### src/rtl/bot_request_responder_pkg.sv
// Shared widths, constants and request classification for the bottom
// request responder and its FIFO.
package bot_request_responder_pkg;

    localparam int unsigned BOT_WIDTH        = 128;
    localparam int unsigned MISS_COUNT_WIDTH = 16;

    // Bubble beat: no valid bottom, payload forced to zero.
    localparam logic                        BUBBLE_START   = 1'b0;
    localparam logic [BOT_WIDTH-1:0]        BUBBLE_BOT     = '0;
    localparam logic [MISS_COUNT_WIDTH-1:0] MISS_COUNT_MAX = '1;

    typedef enum logic [1:0] {
        REQ_IDLE,
        REQ_POP,
        REQ_MISS
    } req_kind_e;

endpackage

### src/rtl/bot_request_responder_bot_fifo.sv
// Register-based synchronous FIFO holding bottom vectors, with a
// registered occupancy count and a synchronous clear.
module bot_fifo
    import bot_request_responder_pkg::*;
#(
    parameter int unsigned DEPTH_LOG2 = 4
) (
    input  logic                  clk,
    input  logic                  rst,
    input  logic                  clear,
    input  logic                  push,
    input  logic                  pop,
    input  logic [BOT_WIDTH-1:0]  wdata,
    output logic [BOT_WIDTH-1:0]  rdata,
    output logic [DEPTH_LOG2:0]   count,
    output logic                  full,
    output logic                  empty
);

    localparam int unsigned DEPTH = 1 << DEPTH_LOG2;

    logic [BOT_WIDTH-1:0]  mem_q [DEPTH];
    logic [DEPTH_LOG2-1:0] wr_ptr_q, wr_ptr_d;
    logic [DEPTH_LOG2-1:0] rd_ptr_q, rd_ptr_d;
    logic [DEPTH_LOG2:0]   count_q,  count_d;
    logic                  do_push, do_pop;

    // Occupancy never exceeds DEPTH, so its MSB alone flags full.
    always_comb begin
        full    = count_q[DEPTH_LOG2];
        empty   = (count_q == '0);
        count   = count_q;
        rdata   = mem_q[rd_ptr_q];
        do_push = push && !full && !clear;
        do_pop  = pop && !empty && !clear;
    end

    always_comb begin
        wr_ptr_d = wr_ptr_q;
        rd_ptr_d = rd_ptr_q;
        count_d  = count_q;
        if (clear) begin
            wr_ptr_d = '0;
            rd_ptr_d = '0;
            count_d  = '0;
        end else begin
            if (do_push) wr_ptr_d = wr_ptr_q + 1'b1;
            if (do_pop)  rd_ptr_d = rd_ptr_q + 1'b1;
            if (do_push && !do_pop)      count_d = count_q + 1'b1;
            else if (!do_push && do_pop) count_d = count_q - 1'b1;
        end
    end

    always_ff @(posedge clk or negedge rst) begin
        if (!rst) begin
            wr_ptr_q <= '0;
            rd_ptr_q <= '0;
            count_q  <= '0;
        end else begin
            wr_ptr_q <= wr_ptr_d;
            rd_ptr_q <= rd_ptr_d;
            count_q  <= count_d;
        end
    end

    always_ff @(posedge clk) begin
        if (do_push) mem_q[wr_ptr_q] <= wdata;
    end

endmodule

### src/rtl/bot_request_responder.sv
// Answers each graph request with one {start, bottom, index} beat a fixed
// number of cycles later, serving bottoms from a FIFO or a bubble on miss.
module bot_request_responder
    import bot_request_responder_pkg::*;
#(
    parameter int unsigned EXTRA_DATA_WIDTH = 14,
    parameter int unsigned REQUEST_LATENCY  = 3,
    parameter int unsigned FIFO_DEPTH_LOG2  = 4
) (
    input  logic                        clk,
    input  logic                        rst,
    input  logic                        clear,
    input  logic                        botValid,
    input  logic [BOT_WIDTH-1:0]        botData,
    output logic                        botReady,
    input  logic                        requestGraph,
    output logic [BOT_WIDTH-1:0]        botOut,
    output logic                        start,
    output logic [EXTRA_DATA_WIDTH-1:0] extraDataOut,
    output logic [MISS_COUNT_WIDTH-1:0] missCount,
    output logic [FIFO_DEPTH_LOG2:0]    fillLevel
);

    logic [BOT_WIDTH-1:0]        head;
    logic                        fifo_full, fifo_empty;
    logic                        push;
    req_kind_e                   req_kind;
    logic                        in_start;
    logic [BOT_WIDTH-1:0]        in_bot;
    logic [EXTRA_DATA_WIDTH-1:0] in_tag;
    logic [EXTRA_DATA_WIDTH-1:0] idx_q, idx_d;
    logic [MISS_COUNT_WIDTH-1:0] miss_q, miss_d;

    always_comb begin
        botReady = !fifo_full;
        push     = botValid && !fifo_full;
        req_kind = REQ_IDLE;
        if (requestGraph) req_kind = fifo_empty ? REQ_MISS : REQ_POP;
    end

    bot_fifo #(
        .DEPTH_LOG2 (FIFO_DEPTH_LOG2)
    ) u_fifo (
        .clk   (clk),
        .rst   (rst),
        .clear (clear),
        .push  (push),
        .pop   (req_kind == REQ_POP),
        .wdata (botData),
        .rdata (head),
        .count (fillLevel),
        .full  (fifo_full),
        .empty (fifo_empty)
    );

    always_comb begin
        in_start = BUBBLE_START;
        in_bot   = BUBBLE_BOT;
        in_tag   = '0;
        idx_d    = idx_q;
        miss_d   = miss_q;
        if (clear) begin
            idx_d  = '0;
            miss_d = '0;
        end else if (req_kind == REQ_POP) begin
            in_start = 1'b1;
            in_bot   = head;
            in_tag   = idx_q;
            idx_d    = idx_q + 1'b1;
        end else if (req_kind == REQ_MISS && miss_q != MISS_COUNT_MAX) begin
            miss_d = miss_q + 1'b1;
        end
    end

    always_ff @(posedge clk or negedge rst) begin
        if (!rst) begin
            idx_q  <= '0;
            miss_q <= '0;
        end else begin
            idx_q  <= idx_d;
            miss_q <= miss_d;
        end
    end

    // Stage 0 captures the answer on the request edge; the last stage drives the outputs.
    for (genvar g = 0; g < REQUEST_LATENCY; g++) begin : g_stage
        logic                        s_in, start_q;
        logic [BOT_WIDTH-1:0]        b_in, bot_q;
        logic [EXTRA_DATA_WIDTH-1:0] t_in, tag_q;

        if (g == 0) begin : g_head
            always_comb begin
                s_in = in_start;
                b_in = in_bot;
                t_in = in_tag;
            end
        end else begin : g_tail
            always_comb begin
                s_in = g_stage[g-1].start_q;
                b_in = g_stage[g-1].bot_q;
                t_in = g_stage[g-1].tag_q;
            end
        end

        always_ff @(posedge clk or negedge rst) begin
            if (!rst) begin
                start_q <= BUBBLE_START;
                bot_q   <= BUBBLE_BOT;
                tag_q   <= '0;
            end else if (clear) begin
                start_q <= BUBBLE_START;
                bot_q   <= BUBBLE_BOT;
                tag_q   <= '0;
            end else begin
                start_q <= s_in;
                bot_q   <= b_in;
                tag_q   <= t_in;
            end
        end
    end

    always_comb begin
        start        = g_stage[REQUEST_LATENCY-1].start_q;
        botOut       = g_stage[REQUEST_LATENCY-1].bot_q;
        extraDataOut = g_stage[REQUEST_LATENCY-1].tag_q;
        missCount    = miss_q;
    end

endmodule

### config.mk
export PLATFORM = sky130hd
export DESIGN_NAME = bot_request_responder
export DESIGN_NICKNAME = d
export VERILOG_FILES = /design/src/rtl/bot_request_responder_pkg.sv /design/src/rtl/bot_request_responder_bot_fifo.sv /design/src/rtl/bot_request_responder.sv
export SDC_FILE = /design/constraint.sdc
export NUM_CORES = 2
export LEC_CHECK = 0
export CAP_MARGIN = 10
export CELL_PAD_IN_SITES_DETAIL_PLACEMENT = 1
export CELL_PAD_IN_SITES_GLOBAL_PLACEMENT = 2
export CORE_MARGIN = 2
export CORE_UTILIZATION = 43
export DETAILED_ROUTE_END_ITERATION = 7
export PLACE_DENSITY = 0.75
export SLEW_MARGIN = 20
export SYNTH_ARGS = -nofsm -noshare
export SYNTH_HDL_FRONTEND = slang
export SYNTH_HIERARCHICAL = 1
export SYNTH_SLANG_ARGS = --single-unit
### constraint.sdc
create_clock -name clk -period 7.03 [get_ports clk]
set_input_delay 1.406 -clock clk [delete_from_list [all_inputs] [get_ports clk]]
set_output_delay 1.406 -clock clk [all_outputs]
set_load 0.01 [all_outputs]
==> summary.txt <==
Yosys
  • Synth Net Count: 5016
  • Post-synthesis register bit count: 2520
  • Register area share after synthesis: 0.7780
  • Cells after synthesis: 4871
  • Number of distinct library cells after synthesis: 58
  • Ys async rst share: 0.1873
  • Ys Warns: 6
  • Syn_area_per_cell: 19.35 um^2
  • Most used flip-flop cell after synthesis: edfxtp_1
  • Cell area after synthesis: 94230 um^2
  • EDFF count, synth: 2048

Routing
  • Total routed wirelength: 236.7 mm
  • Post-route DRC violation count: 0
  • TritonRoute pass-1 iters: 7
  • Routed Antenna Nets: 0
  • Initial DRC count: 3956
  • Vias per inst: 5.764
  • WL/cell: 28.49 um
  • Routed vias: 47906

Timing
  • Hold Vio Cnt, Final: 0
  • Pins Over Slew Limit: 0
  • PnR worst setup slack: 2.986 ns
  • Rel. slew slack: 0.2888
  • Slew @ Worst Pin: 1.067 ns
  • Total negative setup slack: 0 ns
  • Final Critical Period: 4.044 ns
  • Final number of setup-violating endpoints: 0
  • Final Skew: 0.04060 ns
  • RSZ-0062 raised after global routing: false
  • Fin crit share: 0.5752
  • Fmax: 0.2473 GHz

Clock tree
  • Cts hold-fix bufs: 0
  • CTS H-tree depth: 5
  • Clock transition at path regs: 0.06 ns
  • Max Root-Sink Buffers: 4
  • CTS resizes: 0
  • Worst-Skew Late Latency: 0.93 ns
  • Clock Tree Root: clkbuf_16
  • Setup Fix Bufs, Post-CTS: 0
  • CTS tree: done
  • CTS Sinks: 2520
  • TritonCTS buffer count: 276

Floorplan
  • Die Ht: 472.1 um
  • Top Ports: 298
  • Starting Density: 0.4331
  • Core ar.: 217600 um^2
  • Die area: 222900 um^2
  • Die X: 472.1 um
  • FP Rows: 171

Setup path
  • Bufs and invs on worst path: 3
  • Crit path cell chain: clkdlybuf4s50_1, nor2b_1, nor2b_1, buf_4, nand2_1, nor2_4, buf_4
  • Worst R2R Setup Slack: 3.33 ns
  • Crit-path max cell delay: 0.89 ns
  • Worst Setup End Kind: flop
  • R2R cell count: 6
  • Kind of critical path: input pin to flop
  • Crit-path slowest cell: nor2_4
  • CP arrival: 4.56 ns
  • Startpoint Class: input pin
  • Worst path required time: 7.55 ns
  • Worst Path Max Fanout: 27
  • R2r startpoint: u_fifo/count[4]
  • Worst reg2reg endpoint: u_fifo/mem_q[3][29]
  • Critical path's top delay family: simple AND/OR/NAND/NOR gates

Power
  • Worst VDD drop: 289.6 uV
  • Tot Pwr: 0.03628 W
  • Power density over the cells: 332.6 nW/um^2
  • Leak: 37.01 nW

Layout
  • Commonest non-fill, non-tap cells in the layout: edfxtp_1 (2048), mux2i_1 (512), dfrtp_1 (468)
  • Total Nets Final: 5397
  • Final Util: 0.5013
  • Most common cell after layout, fill and taps aside: edfxtp_1
  • Area delta synth->final: 15.75%
  • Layout cells sized above 1: 0.1387
  • Filler instances: 19400

Global routing
  • Vias in the first global route: 51261
  • GR peak layer: met2
  • Initial antenna violation count: 39
  • Largest net degree at the start of global routing: 154
  • M3 GR Usage: 0.03904
  • Met2 Usage GRT: 0.3541
  • Overall Global Routing Usage: 0.2125
  • First-pass GRT wire length: 350.3 mm
  • Overflow after GRT: 0
  • Met1 GRT Util: 0.2893

Run
  • MaxCap Viol Count: 0

Placed design
  • GP Congestion: 0.7313
  • Port Buffers: 297
  • Worst slack, placed: 2.160 ns
  • HPWL Detailed: 122.0 mm

Hold path
  • Hold path depth: 1
  • Worst Hold Launch: g_stage[0].tag_q[7]
  • Min-Delay Endpoint: g_stage[1].tag_q[7]
  • Min-Delay Path Class: flop to flop

Run status
  • Status: finished clean
[worst register-to-register path: cells and delay by family, from the launching register on]
kind                   cells  cell delay (ns)
DFF                        1             0.56
and+or+nand+nor            4             1.90
buffers and inverters      2             0.80
[where the power goes]
group	internal [W]	switching (W)
Clock	0.00801	0.00565
Sequential	0.0167	0.000270
Combinational	0.00263	0.00307
Total	0.0273	0.00899
[worst max path at each step]
stage	to	cells after the start	from
floorplan	u_fifo/mem_q[15][0]	5	botValid
global placement	u_fifo/mem_q[3][29]	7	botValid
detailed placement	u_fifo/mem_q[3][29]	7	botValid
CTS	u_fifo/mem_q[3][29]	7	botValid
global route	u_fifo/mem_q[3][29]	7	botValid
finish	u_fifo/mem_q[3][29]	7	botValid
[synth_stat cells (3+ instances only)]
| cell type | number | area [um^2] |
|---|---|---|
| edfxtp_1 | 2048 | 61500 |
| mux2i_1 | 512 | 5125 |
| dfrtp_1 | 472 | 11810 |
| nor2b_1 | 297 | 1858 |
| mux4_2 | 259 | 5833 |
| a221oi_1 | 255 | 2233 |
| clkbuf_1 | 159 | 596.8 |
| and3_1 | 146 | 913.4 |
| nand2_1 | 143 | 536.8 |
| o21ai_0 | 135 | 675.7 |
| a22oi_1 | 127 | 953.4 |
| buf_2 | 46 | 230.2 |
| nor2_1 | 45 | 168.9 |
| buf_6 | 35 | 394.1 |
| buf_4 | 28 | 210.2 |
| a21oi_1 | 19 | 95.09 |
| buf_1 | 16 | 60.06 |
| nand3_1 | 15 | 75.07 |
| inv_1 | 13 | 48.80 |
| ha_1 | 11 | 137.6 |
| nand4_1 | 10 | 62.56 |
| xor2_1 | 9 | 78.83 |
| xnor2_1 | 7 | 61.31 |
| nor3_1 | 6 | 30.03 |
| or3_1 | 5 | 31.28 |
| mux2_1 | 4 | 45.04 |
| or4_1 | 4 | 30.03 |
| a21o_1 | 3 | 22.52 |
| and2_1 | 3 | 18.77 |
| nor4_1 | 3 | 18.77 |
| o211ai_1 | 3 | 22.52 |
| o31ai_1 | 3 | 22.52 |
[sequential cells by signal, indices dropped and copies added (netlist names)]
signal           cells
u_fifo/mem_q      2048
g_stage.bot_q      256
botOut             128
g_stage.tag_q       28
missCount           16
extraDataOut        14
idx_q               14
u_fifo/count         5
u_fifo/rd_ptr_q      4
u_fifo/wr_ptr_q      4
g_stage.start_q      2
start                1
[layer usage]
metal	vias to the layer above	wire (um)
met5	-	161
met4	26	5007
met3	386	13750
met2	1434	117100
met1	25829	100700
li1	20231	-
[area by class of cell]
| type | instances | area, um^2 | share of cell area |
|---|---|---|---|
| Antenna cell | 7 | 17.52 | 0.0001606 |
| Clock buffer | 375 | 7746 | 0.07102 |
| Inverter | 13 | 58.81 | 0.0005391 |
| Tap cell | 2854 | 3571 | 0.03274 |
| Clock inverter | 101 | 698.2 | 0.006401 |
| Timing Repair Buffer | 388 | 4154 | 0.03808 |
| Sequential cell | 2520 | 73330 | 0.6722 |
| Multi-Input combinational cell | 2053 | 19510 | 0.1788 |
[per-stage QoR]
stage | area (um^2) | cells | hold slack (ns)
detailed placement | 100600 | 7828 | 0.4491
CTS | 109100 | 8304 | 0.4625
global placement | 100600 | 7828 | 0.4436
floorplan | 94230 | 4871 | 0.4385
global route | 109100 | 8308 | 0.4742
finish | 109100 | 8311 | 0.4566
[logic make-up after synthesis]
family,Yosys count,synth area share
flops,2520,0.7780
mux,778,0.1172
simple gates,689,0.04109
compound gates,558,0.04411
buf+inv,298,0.01650
xor+xnor,16,0.001487
fa+ha+maj,12,0.001673
No activity file was read; power rests on OpenSTA's default activity.
